`src/rtl/seg7_scan_sched_if.sv`:
```
// Signal bundle between the digit datapath/board side and the 7-segment scan scheduler.
// The master drives digit values, enable and decoded segments; the slave is the scheduler.
interface seg7_scan_sched_if #(
  parameter int N_DIGITS = 4
);
  logic                    en;
  logic [4*N_DIGITS-1:0]   digits;
  logic [6:0]              seg_raw;
  logic [3:0]              bcd_sel;
  logic [6:0]              shuchu;
  logic [N_DIGITS-1:0]     an_n;
  logic                    frame_done;

  modport master (
    output en, digits, seg_raw,
    input  bcd_sel, shuchu, an_n, frame_done
  );

  modport slave (
    input  en, digits, seg_raw,
    output bcd_sel, shuchu, an_n, frame_done
  );
endinterface

```
`src/rtl/seg7_scan_sched.sv`:
```
// Multiplexes one shared BCD7 decoder and segment bus across N_DIGITS common-anode digits.
// Optional leading-zero suppression is enabled by defining LZ_SUPPRESS_EN.
module seg7_scan_sched #(
  parameter int N_DIGITS    = 4,
  parameter int TICK_DIV    = 1000,
  parameter int SHOW_TICKS  = 4,
  parameter int BLANK_TICKS = 1
) (
  input  logic             clk,
  input  logic             reset,
  seg7_scan_sched_if.slave bus
);
  localparam int IW   = $clog2(N_DIGITS);
  localparam int PW   = $clog2(TICK_DIV + 1);
  localparam int TMAX = (SHOW_TICKS > BLANK_TICKS) ? SHOW_TICKS : BLANK_TICKS;
  localparam int TW   = $clog2(TMAX + 1);

  localparam logic [PW-1:0] PRESC_LAST = PW'(TICK_DIV - 1);
  localparam logic [TW-1:0] SHOW_LAST  = TW'(SHOW_TICKS - 1);
  localparam logic [TW-1:0] BLANK_LAST = TW'((BLANK_TICKS > 0) ? BLANK_TICKS - 1 : 0);
  localparam logic [IW-1:0] IDX_LAST   = IW'(N_DIGITS - 1);

  typedef enum logic [1:0] {S_IDLE, S_BLANK, S_SHOW} state_t;

  state_t                  state_q, state_d;
  logic [IW-1:0]           idx_q, idx_d, idx_nx;
  logic [PW-1:0]           presc_q, presc_d;
  logic [TW-1:0]           tcnt_q, tcnt_d;
  logic [4*N_DIGITS-1:0]   snap_q, snap_d;
  logic [3:0]              bcd_q, bcd_d;
  logic [N_DIGITS-1:0]     an_q, an_d;
  logic                    fd_q, fd_d;
  logic                    tick;
  logic                    suppress;
  logic [3:0]              snap_dig [N_DIGITS];

  for (genvar gi = 0; gi < N_DIGITS; gi++) begin : g_dig
    assign snap_dig[gi] = snap_q[4*gi +: 4];
  end

  function automatic logic [N_DIGITS-1:0] an_sel(input logic [IW-1:0] i);
    an_sel = ~(N_DIGITS'(1) << i);
  endfunction

`ifdef LZ_SUPPRESS_EN
  // A digit is blanked while it and every more significant digit are zero.
  logic [N_DIGITS-1:0] lz;
  always_comb begin
    logic run;
    lz  = '0;
    run = 1'b1;
    for (int i = N_DIGITS - 1; i >= 1; i--) begin
      run   = run && (snap_dig[i] == 4'd0);
      lz[i] = run;
    end
  end
  assign suppress = lz[idx_q];
`else
  assign suppress = 1'b0;
`endif

  assign tick = (state_q != S_IDLE) && (presc_q == PRESC_LAST);

  always_comb begin
    state_d = state_q;
    idx_d   = idx_q;
    idx_nx  = idx_q;
    presc_d = presc_q;
    tcnt_d  = tcnt_q;
    snap_d  = snap_q;
    bcd_d   = bcd_q;
    an_d    = an_q;
    fd_d    = 1'b0;
    if (!bus.en) begin
      state_d = S_IDLE;
      an_d    = '1;
      presc_d = '0;
      tcnt_d  = '0;
    end else begin
      case (state_q)
        S_IDLE: begin
          snap_d  = bus.digits;
          idx_d   = '0;
          bcd_d   = bus.digits[3:0];
          presc_d = '0;
          tcnt_d  = '0;
          if (BLANK_TICKS == 0) begin
            state_d = S_SHOW;
            an_d    = an_sel('0);
          end else begin
            state_d = S_BLANK;
            an_d    = '1;
          end
        end
        S_BLANK: begin
          presc_d = tick ? '0 : presc_q + PW'(1);
          if (tick) begin
            if (tcnt_q == BLANK_LAST) begin
              state_d = S_SHOW;
              tcnt_d  = '0;
              an_d    = an_sel(idx_q);
            end else begin
              tcnt_d = tcnt_q + TW'(1);
            end
          end
        end
        S_SHOW: begin
          presc_d = tick ? '0 : presc_q + PW'(1);
          if (tick) begin
            if (tcnt_q == SHOW_LAST) begin
              tcnt_d = '0;
              // Frame wrap re-samples the inputs so the next frame is coherent.
              if (idx_q == IDX_LAST) begin
                idx_nx = '0;
                snap_d = bus.digits;
                fd_d   = 1'b1;
                bcd_d  = bus.digits[3:0];
              end else begin
                idx_nx = idx_q + IW'(1);
                bcd_d  = snap_dig[idx_nx];
              end
              idx_d = idx_nx;
              if (BLANK_TICKS == 0) begin
                state_d = S_SHOW;
                an_d    = an_sel(idx_nx);
              end else begin
                state_d = S_BLANK;
                an_d    = '1;
              end
            end else begin
              tcnt_d = tcnt_q + TW'(1);
            end
          end
        end
        default: begin
          state_d = S_IDLE;
          an_d    = '1;
        end
      endcase
    end
  end

  always_ff @(posedge clk or negedge reset) begin
    if (!reset) begin
      state_q <= S_IDLE;
      idx_q   <= '0;
      presc_q <= '0;
      tcnt_q  <= '0;
      snap_q  <= '0;
      bcd_q   <= '0;
      an_q    <= '1;
      fd_q    <= 1'b0;
    end else begin
      state_q <= state_d;
      idx_q   <= idx_d;
      presc_q <= presc_d;
      tcnt_q  <= tcnt_d;
      snap_q  <= snap_d;
      bcd_q   <= bcd_d;
      an_q    <= an_d;
      fd_q    <= fd_d;
    end
  end

  assign bus.bcd_sel    = bcd_q;
  assign bus.an_n       = an_q;
  assign bus.frame_done = fd_q;
  assign bus.shuchu     = (state_q == S_SHOW && !suppress) ? ~bus.seg_raw : 7'h7F;
endmodule
```
`src/flat_wrapper.sv`:
```
// flat-port wrapper written by rule: the top's interface ports become plain ports
module seg7_scan_sched_flat 
#(
  parameter int N_DIGITS    = 4,
  parameter int TICK_DIV    = 1000,
  parameter int SHOW_TICKS  = 4,
  parameter int BLANK_TICKS = 1
)
  (clk, reset, bus_en, bus_digits, bus_seg_raw, bus_bcd_sel, bus_shuchu, bus_an_n, bus_frame_done);
  seg7_scan_sched_if #(.N_DIGITS(N_DIGITS)) bus_i ();
  input  logic clk;
  input  logic reset;
  input wire logic [$bits(bus_i.en)-1:0] bus_en;
  input wire logic [$bits(bus_i.digits)-1:0] bus_digits;
  input wire logic [$bits(bus_i.seg_raw)-1:0] bus_seg_raw;
  output wire logic [$bits(bus_i.bcd_sel)-1:0] bus_bcd_sel;
  output wire logic [$bits(bus_i.shuchu)-1:0] bus_shuchu;
  output wire logic [$bits(bus_i.an_n)-1:0] bus_an_n;
  output wire logic [$bits(bus_i.frame_done)-1:0] bus_frame_done;
  assign bus_i.en = bus_en;
  assign bus_i.digits = bus_digits;
  assign bus_i.seg_raw = bus_seg_raw;
  assign bus_bcd_sel = bus_i.bcd_sel;
  assign bus_shuchu = bus_i.shuchu;
  assign bus_an_n = bus_i.an_n;
  assign bus_frame_done = bus_i.frame_done;
  seg7_scan_sched #(.N_DIGITS(N_DIGITS), .TICK_DIV(TICK_DIV), .SHOW_TICKS(SHOW_TICKS), .BLANK_TICKS(BLANK_TICKS)) u_core (.clk(clk), .reset(reset), .bus(bus_i));
endmodule
```
`config.mk`:
```
export PLATFORM = sky130hd
export DESIGN_NAME = seg7_scan_sched_flat
export DESIGN_NICKNAME = d
export VERILOG_FILES = /design/src/rtl/seg7_scan_sched_if.sv /design/src/rtl/seg7_scan_sched.sv /design/src/flat_wrapper.sv
export SDC_FILE = /design/constraint.sdc
export NUM_CORES = 1
export LEC_CHECK = 0
export CAP_MARGIN = 15
export CELL_PAD_IN_SITES_DETAIL_PLACEMENT = 2
export CELL_PAD_IN_SITES_GLOBAL_PLACEMENT = 2
export CORE_MARGIN = 2
export CORE_UTILIZATION = 31
export DETAILED_ROUTE_END_ITERATION = 10
export MAX_ROUTING_LAYER = met4
export PLACE_DENSITY = 0.73
export SETUP_SLACK_MARGIN = 0.15
export SLEW_MARGIN = 20
export SYNTH_ARGS = -nofsm -noshare
export SYNTH_HDL_FRONTEND = slang
export SYNTH_SLANG_ARGS = --single-unit
```
`constraint.sdc`:
```
create_clock -name clk -period 1.8 [get_ports clk]
set_input_delay 0.45 -clock clk [delete_from_list [all_inputs] [get_ports clk]]
set_output_delay 0.45 -clock clk [all_outputs]
set_load 0.05 [all_outputs]
```
Word-level counts from Yosys, hierarchy flattened

Cells that the tools add are included.

Flip-flop bits (word level): 42
Input port bits: 26
Word-level logic and storage cells: 82

Add/subtract/negate cells: 3
Magnitude comparators: 1
Eq/ne operators: 14
Shifts and indexed selects: 1
Mux-type cells: 42
Bitwise gates (word level): 3
Reductions and logical operators: 10

Operators with widths:

| operator                                      | number |
|---|---|
| two-way mux 16 bit                            | 3 |
| two-way mux 4 bit                             | 10 |
| one-hot mux 16 bit (2 select lines)           | 1 |
| two-way mux 10 bit                            | 2 |
| one-hot mux 10 bit (2 select lines)           | 1 |
| two-way mux 2 bit                             | 8 |
| one-hot mux 4 bit (2 select lines)            | 2 |
| two-way mux 3 bit                             | 5 |
| != test 3 x 2 -> 1 bit, second input constant | 5 |
| adder 10 x 1 -> 10 bit, second input constant | 1 |
| == test 10 bit, second input constant         | 1 |
| one-hot mux 3 bit (3 select lines)            | 1 |
| binary-select mux 4 bit (select 2 bit)        | 1 |
| AND reduction 4 bit                           | 2 |
| two-way mux 7 bit                             | 1 |
| NOT 7 bit                                     | 1 |
| != test 2 x 1 -> 1 bit, second input constant | 3 |
| one-hot mux 2 bit (3 select lines)            | 1 |
| two-way mux 1 bit                             | 5 |
| AND reduction 5 bit                           | 1 |
| == test 2 bit, second input constant          | 2 |
| != test 4 x 1 -> 1 bit, second input constant | 1 |
| NOT 4 bit                                     | 1 |
| one-hot mux 2 bit (2 select lines)            | 1 |
| 13 further kinds                              | 14 |

Logic depth before layout (Yosys ltp)

Word-level depth: 9
Gate-level depth with buffers: 7
Gate-level depth less buffers: 6

Least setup slack after synthesis

No wires, ideal clock.

Path type: reg2reg
Start: register u_core.state_q[0]
End: register u_core.snap_q[0]
Arrival: 1.771 ns
Required time: 1.675 ns
Path slack: -0.096 ns
Stages on the path, launching flop included: 8
Path buffers: 1
Period minus slack after synthesis: 1.896 ns
Cell sequence: dfrtp_1 > inv_1 > ha_1 > and2b_2 > nand3_4 > o21ai_4 > buf_8 > mux2_2

Longest elaborated chain between the ends: 4
Elaborated cells between the ends (all ways): 10
Classes of those cells: eq/ne: 4; mux: 1; reduce/logical: 5

RTL lines:

| item                             | line                   | RTL |
|---|---|---|
| from (decl)                      | seg7_scan_sched.sv:25  | `state_t state_q, state_d;` |
| from (signal assigned)           | seg7_scan_sched.sv:154 | `state_q <= state_d;` |
| nonzero test 2 bit               | seg7_scan_sched.sv:62  | `assign tick = (state_q != S_IDLE) && (presc_q == PRESC_LAST);` |
| logical AND 1 bit                | seg7_scan_sched.sv:62  |  |
| != test 2 x 1 -> 1 bit (no line) | --                     |  |
| AND reduction 5 bit (no line)    | --                     |  |
| to (signal assigned)             | seg7_scan_sched.sv:158 | `snap_q <= snap_d;` |
| to (decl)                        | seg7_scan_sched.sv:29  | `logic [4*N_DIGITS-1:0] snap_q, snap_d;` |

Parallel ways exist; a longest one is shown, timed or not.
A chain may end at the register's enable or synchronous reset.

Worst setup path in the final report

Start: register u_core.state_q[1]
End: register u_core.snap_q[3]

The elaborated chain is that of the path after synthesis.

==> summary.txt <==
Power
  • Max rail drop VDD: slightly below 0.0006 V
  • PwrDens: 1360 nW/um2
  • Tot Pwr: 4870 uW
  • P_leak: about 0.0015 uW

Logic synthesis
  • Yosys warns: 0
  • Netlist Area Pre-Place: 2290 um2
  • Largest area contributor in the netlist: dfrtp_1
  • Gate Count Post-Synth: 190
  • Net count after synthesis: 229
  • Top cells by area, synth: dfrtp_1 (42%), mux2_2 (10%), ha_1 (7.1%)
  • Post-synth cell types: 37
  • Synth Register Bits: 42
  • Post-synthesis sequential area ratio: 46.2%
  • Yosys top cell area share: between 40% and 50%
  • Avg Synthesized Cell Area: about 12 um2

Job
  • Max-capacitance violation count: 0

STA
  • Final Setup Violations: 31
  • RSZ-0062 raised after global routing: yes
  • Final worst path period share: 106%
  • Post-layout min period: 1910 ps
  • Setup_tns: -2530 ps
  • Worst slew pin tran: 343 ps
  • Fin. Hold Viols: 0
  • Setup ws final: -108 ps
  • Highest Clock Rate: roughly 520 MHz
  • Hold Slack: about 94 ps
  • Slew Limit Headroom: between 70% and 80%
  • Clk_skew: between 5 and 6 ps
  • Fin. max-slew vios: 0

Global route
  • Total gr overflow: 0
  • Number of global-route vias before repair: 2,066
  • Largest net degree at the start of global routing: 43
  • First-pass GRT wire length: around 11,000 um
  • Initial antenna violation count: 0
  • Overall routing resource usage: 18.1%

Layout
  • Nets: 307
  • Fillers: 719
  • Diodes inserted: 0
  • Ratio of cells with drive above 1 in the final layout: between 50% and 60%
  • Area delta synth->final: 56.5%

Setup path
  • Arr. time, crit path: 2110 ps
  • Critical path's top delay family: simple AND/OR/NAND/NOR gates
  • CP peak stage delay: between 400 and 500 ps
  • Worst Path Required: 2010 ps
  • CP max FO: 16
  • Startpoint Class: register
  • R2r startpoint: u_core.state_q[1]
  • Crit path from: u_core.state_q[1]
  • CP Cell Sequence: inv_2 -> ha_4 -> and2b_4 -> nand3_4 -> o21ai_4 -> buf_12 -> mux2_2
  • CP bufs+invs: 2
  • WS Path Type: register to register
  • Critical Path End Type: register
  • CP max stage cell: dfrtp_2

CTS
  • # hold bufs at CTS: 0
  • Root Driver: clkbuf_8
  • TritonCTS clock tree: built
  • CTS HTree Levels: 2
  • CTS Buffer Depth: 2
  • Worst-Skew Late Latency: 310 ps
  • TritonCTS Buffers: 5
  • Num Clock Sinks: 42
  • Reg clk slew, reported paths: 90 ps

Placed design
  • Dpl hpwl: 4740 um
  • Port Buf Inserts: 41
  • Placer Congestion: 0.747
  • Setup Slack @ Placement: -467 ps

Route
  • Drc violations: 0
  • WL per Instance: 20.0 um
  • Vias post-DR: between 1,500 and 2,000
  • ANT nets after route: 0
  • Routed vias/inst: just under 5
  • WL final: 7380 um
  • DRT Pass-1 Iters: 4
  • Initial DRC count: 59

Die
  • Die height: 89.9 um
  • I/O pins: 42
  • Die width: 89.9 um
  • Die area: 8080 um2
  • Standard-cell rows: 31
  • Core footprint: 7210 um2
  • Initial core utilization: 31.7%

Min path
  • Hold Path Class: input pin to asynchronous set/reset pin

Outcome
  • Failing checks: negative setup slack
  • Status: finished, violations left
per-stage QoR:
stage / instances / instance area, um2 / util (%)
after floorplan: 190 / 2360 / -
after global placement: 348 / 3070 / 42.6
after detailed placement: 348 / 3070 / 42.6
after CTS: 364 / 3430 / 47.5
after global routing: 368 / 3580 / 49.6
final: 368 / 3580 / 49.6
cell usage after synthesis:
cell type / n
nand2b_1: 2
buf_6: 2
and4bb_4: 1
dfrtp_1: 38
or3b_2: 1
and4_1: 1
mux2_4: 5
a22o_1: 1
xor2_1: 3
nand3b_1: 2
o21ai_0: 5
nor3b_2: 1
mux2_2: 21
nor3_1: 3
nor2_1: 11
nand3_4: 1
clkbuf_1: 4
o31a_1: 1
nand2_2: 1
nand2_1: 20
inv_1: 10
nand3_1: 3
ha_1: 13
dfstp_2: 4
a2bb2oi_1: 4
mux4_1: 4
xnor2_1: 4
nand4_1: 7
mux2i_1: 5
buf_8: 1
and2b_2: 1
a21oi_1: 1
nor4bb_1: 1
o21ai_4: 1
nor4_1: 2
a21o_1: 1
a31oi_1: 4
placed cells by master (no fill, tap or decap), drive strengths merged, types with 5 or more instances in the layout:
master	count
buf	54
dfrtp	38
mux2	26
clkdlybuf4s50	23
nand2	21
ha	13
nor2	11
inv	10
nand4	7
o21ai	6
mux2i	5
clkbuf	5
cell families (layout without fill, tap and decap cells):
| family | Yosys count | in the layout | share of synthesized area [%] |
|---|---|---|---|
| flops | 42 | 42 | 46.2 |
| compound gates | 18 | 18 | 5.74 |
| xor+xnor | 7 | 7 | 2.68 |
| simple gates | 58 | 58 | 13.9 |
| mux | 35 | 35 | 20.4 |
| fa+ha+maj | 13 | 13 | 7.11 |
| buf+inv | 17 | 96 | 3.94 |
sequential cells by signal, indices dropped and copies added, names as in the netlist:
name                   cells
u_core.state_q             2
u_core.bus.an_n            4
u_core.bus.bcd_sel         4
u_core.bus.frame_done      1
u_core.tcnt_q              3
u_core.presc_q            10
u_core.snap_q             16
u_core.idx_q               2
metal layers:
layer | GRT usage, % | routed length, um | vias up
met2 | 34.7 | 4150 | 37
li1 | - | - | 831
met5 | - | 0 | -
met4 | 4.23 | 78 | 0
met1 | 19.6 | 2950 | 933
met3 | 2.77 | 200 | 10
cell type report:
class	count	area, um2	area share (%)
Clock buffer	5	68.8	1.92
Multi-Input combinational cell	131	1430	40.0
Sequential cell	42	1060	29.6
Clock inverter	3	21.3	0.594
Tap cell	99	124	3.46
Timing Repair Buffer	78	837	23.4
Inverter	10	37.5	1.05
worst paths after layout:
kind                                 endpoint  slack, ps  cells after the start
min in group clk             u_core.snap_q[5]        510                      1
max reg2reg                  u_core.snap_q[3]       -110                      7
min reg2reg                  u_core.snap_q[5]        510                      1
min                         u_core.presc_q[4]         90                      2
max in group asynchronous  u_core.bus.an_n[3]       1430                      2
max                          u_core.snap_q[3]       -110                      7
repair_timing:
item	4_1_cts	5_1_grt
setup endpoints to repair	47	46
resized for setup	48	31
pin swaps	4	6
setup buffers	8	4
report_power, final:
part,total [uW],leakage [uW],switching [uW],internal [uW]
logic,2750,0.000983,1270,1470
registers,1460,0.000521,225,1240
clock network,662,0.0000441,389,273
worst reg2reg max path, stage by stage (launching register included):
cell	delay, ps
dfrtp_2	430
inv_2	70
ha_4	160
and2b_4	300
nand3_4	140
o21ai_4	170
buf_12	190
mux2_2	350
Note: power is estimated with default switching activity, not from simulation.
